===== config.mk =====
export PLATFORM = sky130hd
export DESIGN_NAME = xrv_id_q_flat
export DESIGN_NICKNAME = d
export VERILOG_FILES = /design/src/rtl/xrv_pkg.sv /design/src/rtl/xrv_id_q_if.sv /design/src/rtl/xrv_id_fifo.sv /design/src/rtl/xrv_id_q.sv /design/src/flat_wrapper.sv
export SDC_FILE = /design/constraint.sdc
export NUM_CORES = 1
export LEC_CHECK = 0
export BUFFER_PORTS_ARGS = -buffer_cell sky130_fd_sc_hd__buf_4
export CAP_MARGIN = 20
export CELL_PAD_IN_SITES_DETAIL_PLACEMENT = 1
export CELL_PAD_IN_SITES_GLOBAL_PLACEMENT = 1
export CORE_MARGIN = 4
export CORE_UTILIZATION = 44
export CTS_BUF_LIST = sky130_fd_sc_hd__clkbuf_4 sky130_fd_sc_hd__clkbuf_8 sky130_fd_sc_hd__clkbuf_16
export CTS_CLUSTER_DIAMETER = 150
export DETAILED_ROUTE_END_ITERATION = 10
export PLACE_DENSITY_LB_ADDON = 0.1
export SKIP_CTS_REPAIR_TIMING = 1
export SLEW_MARGIN = 5
export SYNTH_ARGS = -nofsm -noshare
export SYNTH_HDL_FRONTEND = slang
export SYNTH_SLANG_ARGS = --single-unit

===== constraint.sdc =====
create_clock -name clk -period 4.11 [get_ports clk]
set_input_delay 0.6165 -clock clk [delete_from_list [all_inputs] [get_ports clk]]
set_output_delay 0.6165 -clock clk [all_outputs]
set_load 0.01 [all_outputs]

===== src/rtl/xrv_pkg.sv =====
// Shared RV32 decode definitions: opcode constants, immediate formats and the
// decoded-entry bundle passed from decode to execute.
package xrv_pkg;

  localparam logic [6:0] OP_LUI      = 7'b0110111;
  localparam logic [6:0] OP_AUIPC    = 7'b0010111;
  localparam logic [6:0] OP_JAL      = 7'b1101111;
  localparam logic [6:0] OP_JALR     = 7'b1100111;
  localparam logic [6:0] OP_BRANCH   = 7'b1100011;
  localparam logic [6:0] OP_LOAD     = 7'b0000011;
  localparam logic [6:0] OP_STORE    = 7'b0100011;
  localparam logic [6:0] OP_IMM      = 7'b0010011;
  localparam logic [6:0] OP_REG      = 7'b0110011;
  // M-extension shares the OP_REG opcode; funct7 tells them apart.
  localparam logic [6:0] OP_MULT_DIV   = 7'b0110011;
  localparam logic [6:0] FUNCT7_MULDIV = 7'b0000001;

  typedef enum logic [2:0] {
    IMM_NONE,
    IMM_I,
    IMM_S,
    IMM_B,
    IMM_U,
    IMM_J
  } imm_fmt_e;

  typedef struct packed {
    logic        op_lui;
    logic        op_auipc;
    logic        op_jal;
    logic        op_jalr;
    logic        op_branch;
    logic        op_load;
    logic        op_store;
    logic        op_imm;
    logic        op_reg;
    logic        op_muldiv;
    logic        op_illegal;
    logic        compressed;
    logic [31:0] imm;
    logic [4:0]  src1;
    logic [4:0]  src2;
    logic [4:0]  dest;
    logic [2:0]  funct3;
    logic [6:0]  funct7;
    logic [31:0] pc;
    logic [31:0] pc_link;
    logic [31:0] pc_target;
  } id_entry_t;

  function automatic logic [31:0] decode_imm(input logic [31:0] inst, input imm_fmt_e fmt);
    logic [31:0] imm;
    case (fmt)
      IMM_I:   imm = {{20{inst[31]}}, inst[31:20]};
      IMM_S:   imm = {{20{inst[31]}}, inst[31:25], inst[11:7]};
      IMM_B:   imm = {{19{inst[31]}}, inst[31], inst[7], inst[30:25], inst[11:8], 1'b0};
      IMM_U:   imm = {inst[31:12], 12'h000};
      IMM_J:   imm = {{11{inst[31]}}, inst[31], inst[19:12], inst[20], inst[30:21], 1'b0};
      default: imm = 32'h0;
    endcase
    return imm;
  endfunction

endpackage


===== src/rtl/xrv_id_q_if.sv =====
// Fetch-side and execute-side signals of the decode queue.
// Handshake: a transfer happens on a rising clk edge where valid & ready are both
// high; a producer holds valid and its payload stable until that edge.
interface xrv_id_q_if;
  logic [31:0] inst;
  logic [31:0] inst_pc;
  logic        inst_is_compressed;
  logic        inst_valid;
  logic        inst_ready;
  logic        id_jmp;
  logic [31:0] id_jmp_addr;
  logic        ex_valid;
  logic        ex_ready;
  logic        op_lui;
  logic        op_auipc;
  logic        op_jal;
  logic        op_jalr;
  logic        op_branch;
  logic        op_load;
  logic        op_store;
  logic        op_imm;
  logic        op_reg;
  logic        op_muldiv;
  logic        op_illegal;
  logic        op_is_compressed;
  logic [31:0] imm_signed;
  logic [4:0]  src1;
  logic [4:0]  src2;
  logic [4:0]  dest;
  logic [2:0]  funct3;
  logic [6:0]  funct7;
  logic [31:0] ex_pc;
  logic [31:0] ex_pc_link;
  logic [31:0] ex_pc_target;

  modport master (
    output inst, inst_pc, inst_is_compressed, inst_valid, ex_ready,
    input  inst_ready, id_jmp, id_jmp_addr, ex_valid,
    input  op_lui, op_auipc, op_jal, op_jalr, op_branch, op_load, op_store,
    input  op_imm, op_reg, op_muldiv, op_illegal, op_is_compressed,
    input  imm_signed, src1, src2, dest, funct3, funct7,
    input  ex_pc, ex_pc_link, ex_pc_target
  );

  modport slave (
    input  inst, inst_pc, inst_is_compressed, inst_valid, ex_ready,
    output inst_ready, id_jmp, id_jmp_addr, ex_valid,
    output op_lui, op_auipc, op_jal, op_jalr, op_branch, op_load, op_store,
    output op_imm, op_reg, op_muldiv, op_illegal, op_is_compressed,
    output imm_signed, src1, src2, dest, funct3, funct7,
    output ex_pc, ex_pc_link, ex_pc_target
  );
endinterface


===== src/rtl/xrv_id_fifo.sv =====
// Generic DEPTH-entry queue of decoded entries with a synchronous clear.
// Caller guarantees push only when not full (or popping) and pop only when not empty.
module xrv_id_fifo #(
    parameter int  DEPTH   = 2,
    parameter type entry_t = logic [31:0]
) (
    input  logic   clk,
    input  logic   rstb,
    input  logic   clr,
    input  logic   push,
    input  logic   pop,
    input  entry_t wdata,
    output entry_t rdata,
    output logic   full,
    output logic   empty
);

    localparam int PW    = (DEPTH > 1) ? $clog2(DEPTH) : 1;
    localparam int NSLOT = 1 << PW;
    localparam int CW    = $clog2(DEPTH + 1);

    entry_t          mem [NSLOT];
    logic [PW-1:0]   wr_ptr;
    logic [PW-1:0]   rd_ptr;
    logic [CW-1:0]   count;

    // Explicit wrap keeps DEPTH=1 on slot 0; powers of two wrap naturally anyway.
    function automatic logic [PW-1:0] next_ptr(input logic [PW-1:0] p);
        return (p == PW'(DEPTH - 1)) ? '0 : p + PW'(1);
    endfunction

    assign full  = (count == CW'(DEPTH));
    assign empty = (count == '0);
    assign rdata = mem[rd_ptr];

    always_ff @(posedge clk or negedge rstb) begin
        if (!rstb) begin
            wr_ptr <= '0;
            rd_ptr <= '0;
            count  <= '0;
            for (int i = 0; i < NSLOT; i++) mem[i] <= '0;
        end else if (clr) begin
            wr_ptr <= '0;
            rd_ptr <= '0;
            count  <= '0;
        end else begin
            if (push) begin
                mem[wr_ptr] <= wdata;
                wr_ptr      <= next_ptr(wr_ptr);
            end
            if (pop) rd_ptr <= next_ptr(rd_ptr);
            case ({push, pop})
                2'b10:   count <= count + CW'(1);
                2'b01:   count <= count - CW'(1);
                default: count <= count;
            endcase
        end
    end

endmodule


===== src/rtl/xrv_id_q.sv =====
// RV32 decode stage: decodes one instruction per cycle into id_entry_t, queues
// entries for execute, and issues an early redirect for JAL.
module xrv_id_q
    import xrv_pkg::*;
#(
    parameter int DEPTH     = 2,
    parameter int EN_MULDIV = 1,
    parameter int EARLY_JAL = 1
) (
    input  logic       clk,
    input  logic       rstb,
    input  logic       flush,
    xrv_id_q_if.slave  bus
);

    id_entry_t dec;
    id_entry_t head;
    imm_fmt_e  fmt;
    logic      push;
    logic      pop;
    logic      full;
    logic      empty;

    always_comb begin
        dec = '0;
        fmt = IMM_NONE;
        case (bus.inst[6:0])
            OP_LUI:    begin dec.op_lui    = 1'b1; fmt = IMM_U; end
            OP_AUIPC:  begin dec.op_auipc  = 1'b1; fmt = IMM_U; end
            OP_JAL:    begin dec.op_jal    = 1'b1; fmt = IMM_J; end
            OP_JALR:   begin dec.op_jalr   = 1'b1; fmt = IMM_I; end
            OP_BRANCH: begin dec.op_branch = 1'b1; fmt = IMM_B; end
            OP_LOAD:   begin dec.op_load   = 1'b1; fmt = IMM_I; end
            OP_STORE:  begin dec.op_store  = 1'b1; fmt = IMM_S; end
            OP_IMM:    begin dec.op_imm    = 1'b1; fmt = IMM_I; end
            OP_REG: begin
                if (bus.inst[31:25] == FUNCT7_MULDIV) begin
                    if (EN_MULDIV != 0) dec.op_muldiv  = 1'b1;
                    else                dec.op_illegal = 1'b1;
                end else begin
                    dec.op_reg = 1'b1;
                end
            end
            // Every known opcode ends in 2'b11, so 16-bit encodings land here too.
            default:   dec.op_illegal = 1'b1;
        endcase
        dec.compressed = bus.inst_is_compressed;
        dec.imm        = decode_imm(bus.inst, fmt);
        dec.src1       = bus.inst[19:15];
        dec.src2       = bus.inst[24:20];
        dec.dest       = bus.inst[11:7];
        dec.funct3     = bus.inst[14:12];
        dec.funct7     = bus.inst[31:25];
        dec.pc         = bus.inst_pc;
        dec.pc_link    = bus.inst_pc + (bus.inst_is_compressed ? 32'd2 : 32'd4);
        dec.pc_target  = bus.inst_pc + dec.imm;
    end

    // inst_ready looks through ex_ready so a full queue still streams at 1/cycle.
    assign bus.inst_ready = ~full | bus.ex_ready;
    assign push           = bus.inst_valid & bus.inst_ready & ~flush;
    assign pop            = ~empty & bus.ex_ready & ~flush;

    assign bus.id_jmp      = (EARLY_JAL != 0) & push & dec.op_jal;
    assign bus.id_jmp_addr = bus.inst_pc + decode_imm(bus.inst, IMM_J);

    xrv_id_fifo #(
        .DEPTH   (DEPTH),
        .entry_t (id_entry_t)
    ) u_fifo (
        .clk   (clk),
        .rstb  (rstb),
        .clr   (flush),
        .push  (push),
        .pop   (pop),
        .wdata (dec),
        .rdata (head),
        .full  (full),
        .empty (empty)
    );

    assign bus.ex_valid         = ~empty;
    assign bus.op_lui           = head.op_lui;
    assign bus.op_auipc         = head.op_auipc;
    assign bus.op_jal           = head.op_jal;
    assign bus.op_jalr          = head.op_jalr;
    assign bus.op_branch        = head.op_branch;
    assign bus.op_load          = head.op_load;
    assign bus.op_store         = head.op_store;
    assign bus.op_imm           = head.op_imm;
    assign bus.op_reg           = head.op_reg;
    assign bus.op_muldiv        = head.op_muldiv;
    assign bus.op_illegal       = head.op_illegal;
    assign bus.op_is_compressed = head.compressed;
    assign bus.imm_signed       = head.imm;
    assign bus.src1             = head.src1;
    assign bus.src2             = head.src2;
    assign bus.dest             = head.dest;
    assign bus.funct3           = head.funct3;
    assign bus.funct7           = head.funct7;
    assign bus.ex_pc            = head.pc;
    assign bus.ex_pc_link       = head.pc_link;
    assign bus.ex_pc_target     = head.pc_target;

endmodule

===== src/flat_wrapper.sv =====
// flat-port wrapper written by rule: the top's interface ports become plain ports
module xrv_id_q_flat import xrv_pkg::*;
#(
    parameter int DEPTH     = 2,
    parameter int EN_MULDIV = 1,
    parameter int EARLY_JAL = 1
)
  (clk, rstb, flush, bus_inst, bus_inst_pc, bus_inst_is_compressed, bus_inst_valid, bus_ex_ready, bus_inst_ready, bus_id_jmp, bus_id_jmp_addr, bus_ex_valid, bus_op_lui, bus_op_auipc, bus_op_jal, bus_op_jalr, bus_op_branch, bus_op_load, bus_op_store, bus_op_imm, bus_op_reg, bus_op_muldiv, bus_op_illegal, bus_op_is_compressed, bus_imm_signed, bus_src1, bus_src2, bus_dest, bus_funct3, bus_funct7, bus_ex_pc, bus_ex_pc_link, bus_ex_pc_target);
  xrv_id_q_if bus_i ();
  input  logic clk;
  input  logic rstb;
  input  logic flush;
  input wire logic [$bits(bus_i.inst)-1:0] bus_inst;
  input wire logic [$bits(bus_i.inst_pc)-1:0] bus_inst_pc;
  input wire logic [$bits(bus_i.inst_is_compressed)-1:0] bus_inst_is_compressed;
  input wire logic [$bits(bus_i.inst_valid)-1:0] bus_inst_valid;
  input wire logic [$bits(bus_i.ex_ready)-1:0] bus_ex_ready;
  output wire logic [$bits(bus_i.inst_ready)-1:0] bus_inst_ready;
  output wire logic [$bits(bus_i.id_jmp)-1:0] bus_id_jmp;
  output wire logic [$bits(bus_i.id_jmp_addr)-1:0] bus_id_jmp_addr;
  output wire logic [$bits(bus_i.ex_valid)-1:0] bus_ex_valid;
  output wire logic [$bits(bus_i.op_lui)-1:0] bus_op_lui;
  output wire logic [$bits(bus_i.op_auipc)-1:0] bus_op_auipc;
  output wire logic [$bits(bus_i.op_jal)-1:0] bus_op_jal;
  output wire logic [$bits(bus_i.op_jalr)-1:0] bus_op_jalr;
  output wire logic [$bits(bus_i.op_branch)-1:0] bus_op_branch;
  output wire logic [$bits(bus_i.op_load)-1:0] bus_op_load;
  output wire logic [$bits(bus_i.op_store)-1:0] bus_op_store;
  output wire logic [$bits(bus_i.op_imm)-1:0] bus_op_imm;
  output wire logic [$bits(bus_i.op_reg)-1:0] bus_op_reg;
  output wire logic [$bits(bus_i.op_muldiv)-1:0] bus_op_muldiv;
  output wire logic [$bits(bus_i.op_illegal)-1:0] bus_op_illegal;
  output wire logic [$bits(bus_i.op_is_compressed)-1:0] bus_op_is_compressed;
  output wire logic [$bits(bus_i.imm_signed)-1:0] bus_imm_signed;
  output wire logic [$bits(bus_i.src1)-1:0] bus_src1;
  output wire logic [$bits(bus_i.src2)-1:0] bus_src2;
  output wire logic [$bits(bus_i.dest)-1:0] bus_dest;
  output wire logic [$bits(bus_i.funct3)-1:0] bus_funct3;
  output wire logic [$bits(bus_i.funct7)-1:0] bus_funct7;
  output wire logic [$bits(bus_i.ex_pc)-1:0] bus_ex_pc;
  output wire logic [$bits(bus_i.ex_pc_link)-1:0] bus_ex_pc_link;
  output wire logic [$bits(bus_i.ex_pc_target)-1:0] bus_ex_pc_target;
  assign bus_i.inst = bus_inst;
  assign bus_i.inst_pc = bus_inst_pc;
  assign bus_i.inst_is_compressed = bus_inst_is_compressed;
  assign bus_i.inst_valid = bus_inst_valid;
  assign bus_i.ex_ready = bus_ex_ready;
  assign bus_inst_ready = bus_i.inst_ready;
  assign bus_id_jmp = bus_i.id_jmp;
  assign bus_id_jmp_addr = bus_i.id_jmp_addr;
  assign bus_ex_valid = bus_i.ex_valid;
  assign bus_op_lui = bus_i.op_lui;
  assign bus_op_auipc = bus_i.op_auipc;
  assign bus_op_jal = bus_i.op_jal;
  assign bus_op_jalr = bus_i.op_jalr;
  assign bus_op_branch = bus_i.op_branch;
  assign bus_op_load = bus_i.op_load;
  assign bus_op_store = bus_i.op_store;
  assign bus_op_imm = bus_i.op_imm;
  assign bus_op_reg = bus_i.op_reg;
  assign bus_op_muldiv = bus_i.op_muldiv;
  assign bus_op_illegal = bus_i.op_illegal;
  assign bus_op_is_compressed = bus_i.op_is_compressed;
  assign bus_imm_signed = bus_i.imm_signed;
  assign bus_src1 = bus_i.src1;
  assign bus_src2 = bus_i.src2;
  assign bus_dest = bus_i.dest;
  assign bus_funct3 = bus_i.funct3;
  assign bus_funct7 = bus_i.funct7;
  assign bus_ex_pc = bus_i.ex_pc;
  assign bus_ex_pc_link = bus_i.ex_pc_link;
  assign bus_ex_pc_target = bus_i.ex_pc_target;
  xrv_id_q #(.DEPTH(DEPTH), .EN_MULDIV(EN_MULDIV), .EARLY_JAL(EARLY_JAL)) u_core (.clk(clk), .rstb(rstb), .flush(flush), .bus(bus_i));
endmodule

* After elaboration in Yosys (flattened, before gate mapping)
Index checks and enable logic that the tools add are counted.
** Cells by class
- $add $sub $neg :: 7
- $lt $le $gt $ge :: 3
- Reductions and logical operators :: 9
- Equality and inequality tests :: 18
- Multiplexer cells :: 29
- Bitwise gates (word level) :: 11
** Operators by type and width (count)
- two-way mux 165 bit :: 4
- bitwise mux 330 bit :: 1
- demux 165 bit (select 1 bit) :: 1
- one-hot mux 32 bit (5 select lines) :: 1
- adder 32 bit :: 3
- equality test 7 x 6 -> 1 bit, second input constant :: 3
- equality test 7 bit, second input constant :: 3
- two-way mux 1 bit :: 15
- one-hot mux 3 bit (5 select lines) :: 1
- equality test 7 x 5 -> 1 bit, second input constant :: 2
- OR reduction 8 bit :: 1
- equality test 7 x 1 -> 1 bit, second input constant :: 1
- equality test 7 x 2 -> 1 bit, second input constant :: 1
- equality test 3 x 2 -> 1 bit, second input constant :: 2
- equality test 3 bit, second input constant :: 2
- two-way mux 2 bit :: 3
- bitwise AND 1 bit :: 5
- equality test 2 bit, second input constant :: 2
- greater-or-equal comparator 2 bit, second input constant :: 2
- inverter 1 -> 2 bit :: 2
- one-hot mux 2 bit (2 select lines) :: 1
- nonzero test 2 bit :: 2
- equality test 3 x 1 -> 1 bit, second input constant :: 1
- two-way mux 3 bit :: 1
- other kinds (14) :: 17
** Storage, ports and cells
- Output and inout port bits :: 200
- Input port bits :: 70
- Register bits :: 334

* Longest topological paths before layout
- Depth after elaboration :: 8
- Gate-level depth with buffers :: 19

* Modules after synthesis
Synthesis repeated with hierarchy kept, for this count alone.
** Unflattened totals
- Cells, all modules :: 1489
- Area, all modules :: 18562.8 um2
** Modules (own cells, without submodules)
- xrv_id_fifo :: seq. area each 8358.0 um2, times used 1, area each 14401.3 um2, cells an instance 899
- xrv_id_q :: seq. area each 0.0 um2, times used 1, area each 4161.5 um2, cells an instance 590

* Worst setup path before layout
Ideal clock, no wire load.
- Kind :: input to register
- Start point :: in bus_inst[2]
- End point :: reg u_core.u_fifo.mem[193] in the netlist's numbering
- Cell stages on the path :: 19
- Data required time :: 3.988 ns
- Setup slack :: -0.089 ns
- Arrival :: 4.078 ns
- Path buffers :: 2
- Cell sequence :: buf_2 and4bb_1 and2_1 buf_2 nand2_1 a31o_2 a21oi_2 a21oi_1 inv_1 ha_1 a21o_1 a21o_1 a21o_1 a21o_1 a211oi_4 a211oi_2 o41ai_2 mux2i_1 nand2_1
** RTL lines
- start, declared :: line flat_wrapper.sv:13 : input wire logic [$bits(bus_i.inst)-1:0] bus_inst;
- end signal, assigned by index :: line xrv_id_fifo.sv:48 : mem[wr_ptr] <= wdata;
- end, declared :: line xrv_id_fifo.sv:22 : entry_t mem [NSLOT];

* Final worst setup path
- Start point :: in bus_inst_pc[1]
- End point :: out bus_id_jmp_addr[31]
** On the way
- Word-level cells in the longest chain between the ends :: 1
** Ends and longest elaborated chain
- start, declared :: line flat_wrapper.sv:14 : input wire logic [$bits(bus_i.inst_pc)-1:0] bus_inst_pc;
- adder 32 bit :: line xrv_id_q.sv:65 : assign bus.id_jmp_addr = bus.inst_pc + decode_imm(bus.inst, IMM_J);
- end, declared :: line flat_wrapper.sv:20 : output wire logic [$bits(bus_i.id_jmp_addr)-1:0] bus_id_jmp_addr;
No other way between the ends.

==> results.txt <==
cell with the most instances after synthesis: sky130_fd_sc_hd__nand2_1
met1 demand-to-capacity share in global routing: 38.0%
type of destination of the critical path: primary output
final max-slew violation count: 0
startpoint type of the worst setup path: primary input
final weighted congestion in routability-driven placement: 0.892
largest cells by area after synthesis: sky130_fd_sc_hd__dfrtp_1, sky130_fd_sc_hd__nand2_1, sky130_fd_sc_hd__mux2_2
share of total power consumed by net switching: 30.4%
top cell type's share of synthesized area: 45.2%
Total Negative Setup Slacks: 0 ns
maximum level of the CTS H-tree: 2
num rows: 74
timing endpoint of the critical path: bus_id_jmp_addr[31]
cell taking the most area after synthesis: sky130_fd_sc_hd__dfrtp_1
crit path kind: primary input to primary output
internal power of the cells: 7.44 mW
cells along the critical path: buf_4, ha_2, inv_1, fa_2, nor2b_2, o31a_2, o311ai_4, a22oi_2, buf_6, a31oi_4, o41ai_4, a41oi_2, a211oi_2, buf_4
source-to-sink clock delay at the later pin of the worst-skew pair: 0.57 ns
first-pass GRT wire length: 101 mm
number of iterations in the first detailed-routing pass: 4
Post-Place Setup Slack: -0.173 ns
HPWL after detailed placement: 47.1 mm
register area share after synthesis: 45.2%
share of total power in combinational logic: 25.6%
largest fanout on the critical path: 3
number of failing hold endpoints at the final stage: 0
total standard cell area after synthesis: 0.0184 mm^2
yosys synthesis warning count: 0
launching instance or port of the critical path: bus_inst_pc[1]
count of unresolved DRC violations after routing: 0
Overflow after GRT: 0
effective utilization at floorplan: 44.8%
GR Util All Layers: 28.7%
Final Worst Setup Slack: 0.117 ns
detailed-route vias per instance: 5.47
portion of total power attributed to the clock network: 35.0%
register bit total from synthesis: 332
iteration-0 DRC count of the detailed router: 957
critical path depth: 14
CP Buf/Inv Count: 4
parity-gate share of the synthesized area counting xor and xnor cells: 3.76%
width of the die: 212 um
total via count in the routed design: 16200
sink count of the clock tree: 332
number of flops mapped to enable cells by yosys: 0
crit path DAT: 3.38 ns
growth of design area from synthesis to finish: 26.4%
buffer levels on the longest clock path: 3
full die area: 0.0451 mm^2
Avg Cell Area, Syn: 8.89 um^2
setup repair after global routing missed its margin: no
Layout fillers: 4779
clock buffers created by TritonCTS: 40
number of distinct standard cells referenced by the synthesized netlist: 79
kind of cell adding the most delay to the critical path: compound AO/OA/AOI/OAI gates
slew of the pin with the lowest slew margin: 0.970 ns
maximum number of pins on one net before global-route repair: 111
post-synthesis adder-cell area fraction: 4.62%
endpoint required time on the critical path: 3.49 ns
worst ir drop on vdd: 0.357 mV
status: finished, final reports clean
global-route layer with the greatest usage: met2
initial antenna violation count: 0
gate count of the mapped netlist: 2067
setup violators final: 0
proportion of synthesized area in mux cells: 10.8%
Hold Path Class: primary input to asynchronous set/reset pin
Layout Nets: 2536
number of inserted diodes: 0
worst setup slack for register-to-register paths: 1.75 ns
nets in the synthesized netlist: 2203
count of input and output buffers: 269
number of global-route vias before repair: 17300
Relative slew margins: 35.3%
Final Instance Area: 0.0232 mm^2
die span in y: 212 um
power dissipated by switching net loads: 3.25 mW
antenna viol nets, final: 0
share of flip-flops with an asynchronous set or reset after synthesis: 100%
Clock Tree Root: sky130_fd_sc_hd__clkbuf_16
average wire per standard cell: 22.0 um
max-cap violations: 0
P_leak: 11.7 nW
total placed instance area: 0.0218 mm^2
most instantiated flip-flop cell in the synthesis netlist: sky130_fd_sc_hd__dfrtp_1
CTS tree: done
relative contribution of sequential cells to total power: 39.4%
power per cell area: 460 mW/mm^2
fraction of met3 tracks used by global routing: 4.47%
core region area: 0.0410 mm^2
dominant combinational cell family by area after synthesis: simple AND/OR/NAND/NOR gates
post-synthesis share of cell area spent on and, or, nand and nor gates: 19.1%
Reg-to-Reg End: u_core.u_fifo.mem[305]
met2 routing resource usage after global routing: 48.0%
worst clock skew: 0.0123 ns
share of cells above drive strength 1: 28.1%
FF-to-FF path depth: 7
cell with the most instances on the worst path: sky130_fd_sc_hd__buf_4
clock transition at the register clock pins on the worst setup and hold paths after CTS: 0.06 ns
Reg2Reg Launch Point: u_core.u_fifo.count[0]
Final Total Pwr: 10.7 mW
max frequency: 0.250 GHz
period utilization: 97.2%
critical path's slowest cell: sky130_fd_sc_hd__o41ai_4
end-of-flow core utilization: 56.6%
CP max stage delay: 0.39 ns
Total Wirelength: 65.1 mm
compound-gate portion of the synthesized area: 13.1%
Boundary Pins: 270
most numerous cell types in the synthesized netlist: sky130_fd_sc_hd__nand2_1, sky130_fd_sc_hd__dfrtp_1, sky130_fd_sc_hd__o21ai_0
clock period minus final worst setup slack: 3.99 ns
-- sequential cells by signal, summed over array words and instances (netlist names) --
signal / cells
u_core.u_fifo.count: 2
u_core.u_fifo.rd_ptr: 1
u_core.u_fifo.wr_ptr: 1
u_core.u_fifo.mem: 328
-- cells in the final DEF, fill, tap and decap left out, types with 13 or more instances in the layout --
master / synthesis / final
sky130_fd_sc_hd__a21oi_1: 87 / 87
sky130_fd_sc_hd__ha_1: 63 / 61
sky130_fd_sc_hd__nand2_1: 680 / 679
sky130_fd_sc_hd__dfrtp_1: 332 / 331
sky130_fd_sc_hd__xnor2_1: 44 / 44
sky130_fd_sc_hd__and3_1: 13 / 13
sky130_fd_sc_hd__inv_1: 52 / 52
sky130_fd_sc_hd__clkbuf_16: 0 / 40
sky130_fd_sc_hd__mux2_2: 172 / 172
sky130_fd_sc_hd__nand3_1: 30 / 29
sky130_fd_sc_hd__nor3_1: 18 / 18
sky130_fd_sc_hd__nor2_1: 64 / 63
sky130_fd_sc_hd__o21a_1: 14 / 14
sky130_fd_sc_hd__o21ai_0: 188 / 187
sky130_fd_sc_hd__xor2_1: 33 / 33
sky130_fd_sc_hd__buf_4: 2 / 387
sky130_fd_sc_hd__a21o_1: 23 / 23
-- layout make-up --
| type | count | area [um^2] | share of cell area (%) |
|---|---|---|---|
| clock inverters | 9 | 164 | 0.706 |
| flip-flops and latches | 332 | 8310 | 35.8 |
| clock buffers | 60 | 1230 | 5.28 |
| well taps | 532 | 666 | 2.87 |
| multi-input cells | 1576 | 9540 | 41.1 |
| repair buffers | 398 | 3110 | 13.4 |
| inverters | 52 | 195 | 0.841 |
-- power by group through the flow --
stage / clock [mW] / combinational (mW) / sequential (mW)
floorplan: 0 / 1.50 / 4.14
global route: 3.97 / 3.00 / 4.29
finish: 3.74 / 2.73 / 4.21
detailed placement: 0 / 2.73 / 4.26
CTS: 3.81 / 2.76 / 4.21
global placement: 0 / 2.65 / 4.21
-- worst min-delay path by stage --
| stage | startpoint | to | cells past startpoint |
|---|---|---|---|
| global route | rstb | u_core.u_fifo.rd_ptr | 1 |
| finish | rstb | u_core.u_fifo.rd_ptr | 1 |
| global placement | u_core.u_fifo.mem[68] | u_core.u_fifo.mem[68] | 2 |
| CTS | rstb | u_core.u_fifo.count[1] | 1 |
| floorplan | rstb | u_core.u_fifo.count[0] | 0 |
| detailed placement | u_core.u_fifo.mem[0] | u_core.u_fifo.mem[0] | 2 |
-- cell families (layout without fill, tap and decap cells) --
logic type               after synthesis  in the layout
buffers and inverters                159            519
multiplexers                         177            177
flip-flops                           332            332
AO/OA/AOI/OAI                        395            395
adder cells (fa/ha/maj)               66             66
XOR/XNOR                              78             78
AND/OR/NAND/NOR                      860            860
-- layer usage --
layer / wire, um / vias to the layer above / part of all wire (%)
met1: 28300 / 8096 / 43
met2: 31600 / 368 / 49
met4: 2400 / 0 / 3.7
li1: - / 7616 / -
met5: 0 / - / 0
met3: 2810 / 108 / 4.3
-- through the flow --
stage / hold slack (ns) / std cells
detailed placement: 0.458 / 2889
global placement: 0.452 / 2889
finish: 0.0774 / 2959
global route: 0.165 / 2959
floorplan: 0.321 / 2067
CTS: 0.160 / 2958
Power figures use the tool's default switching activity.
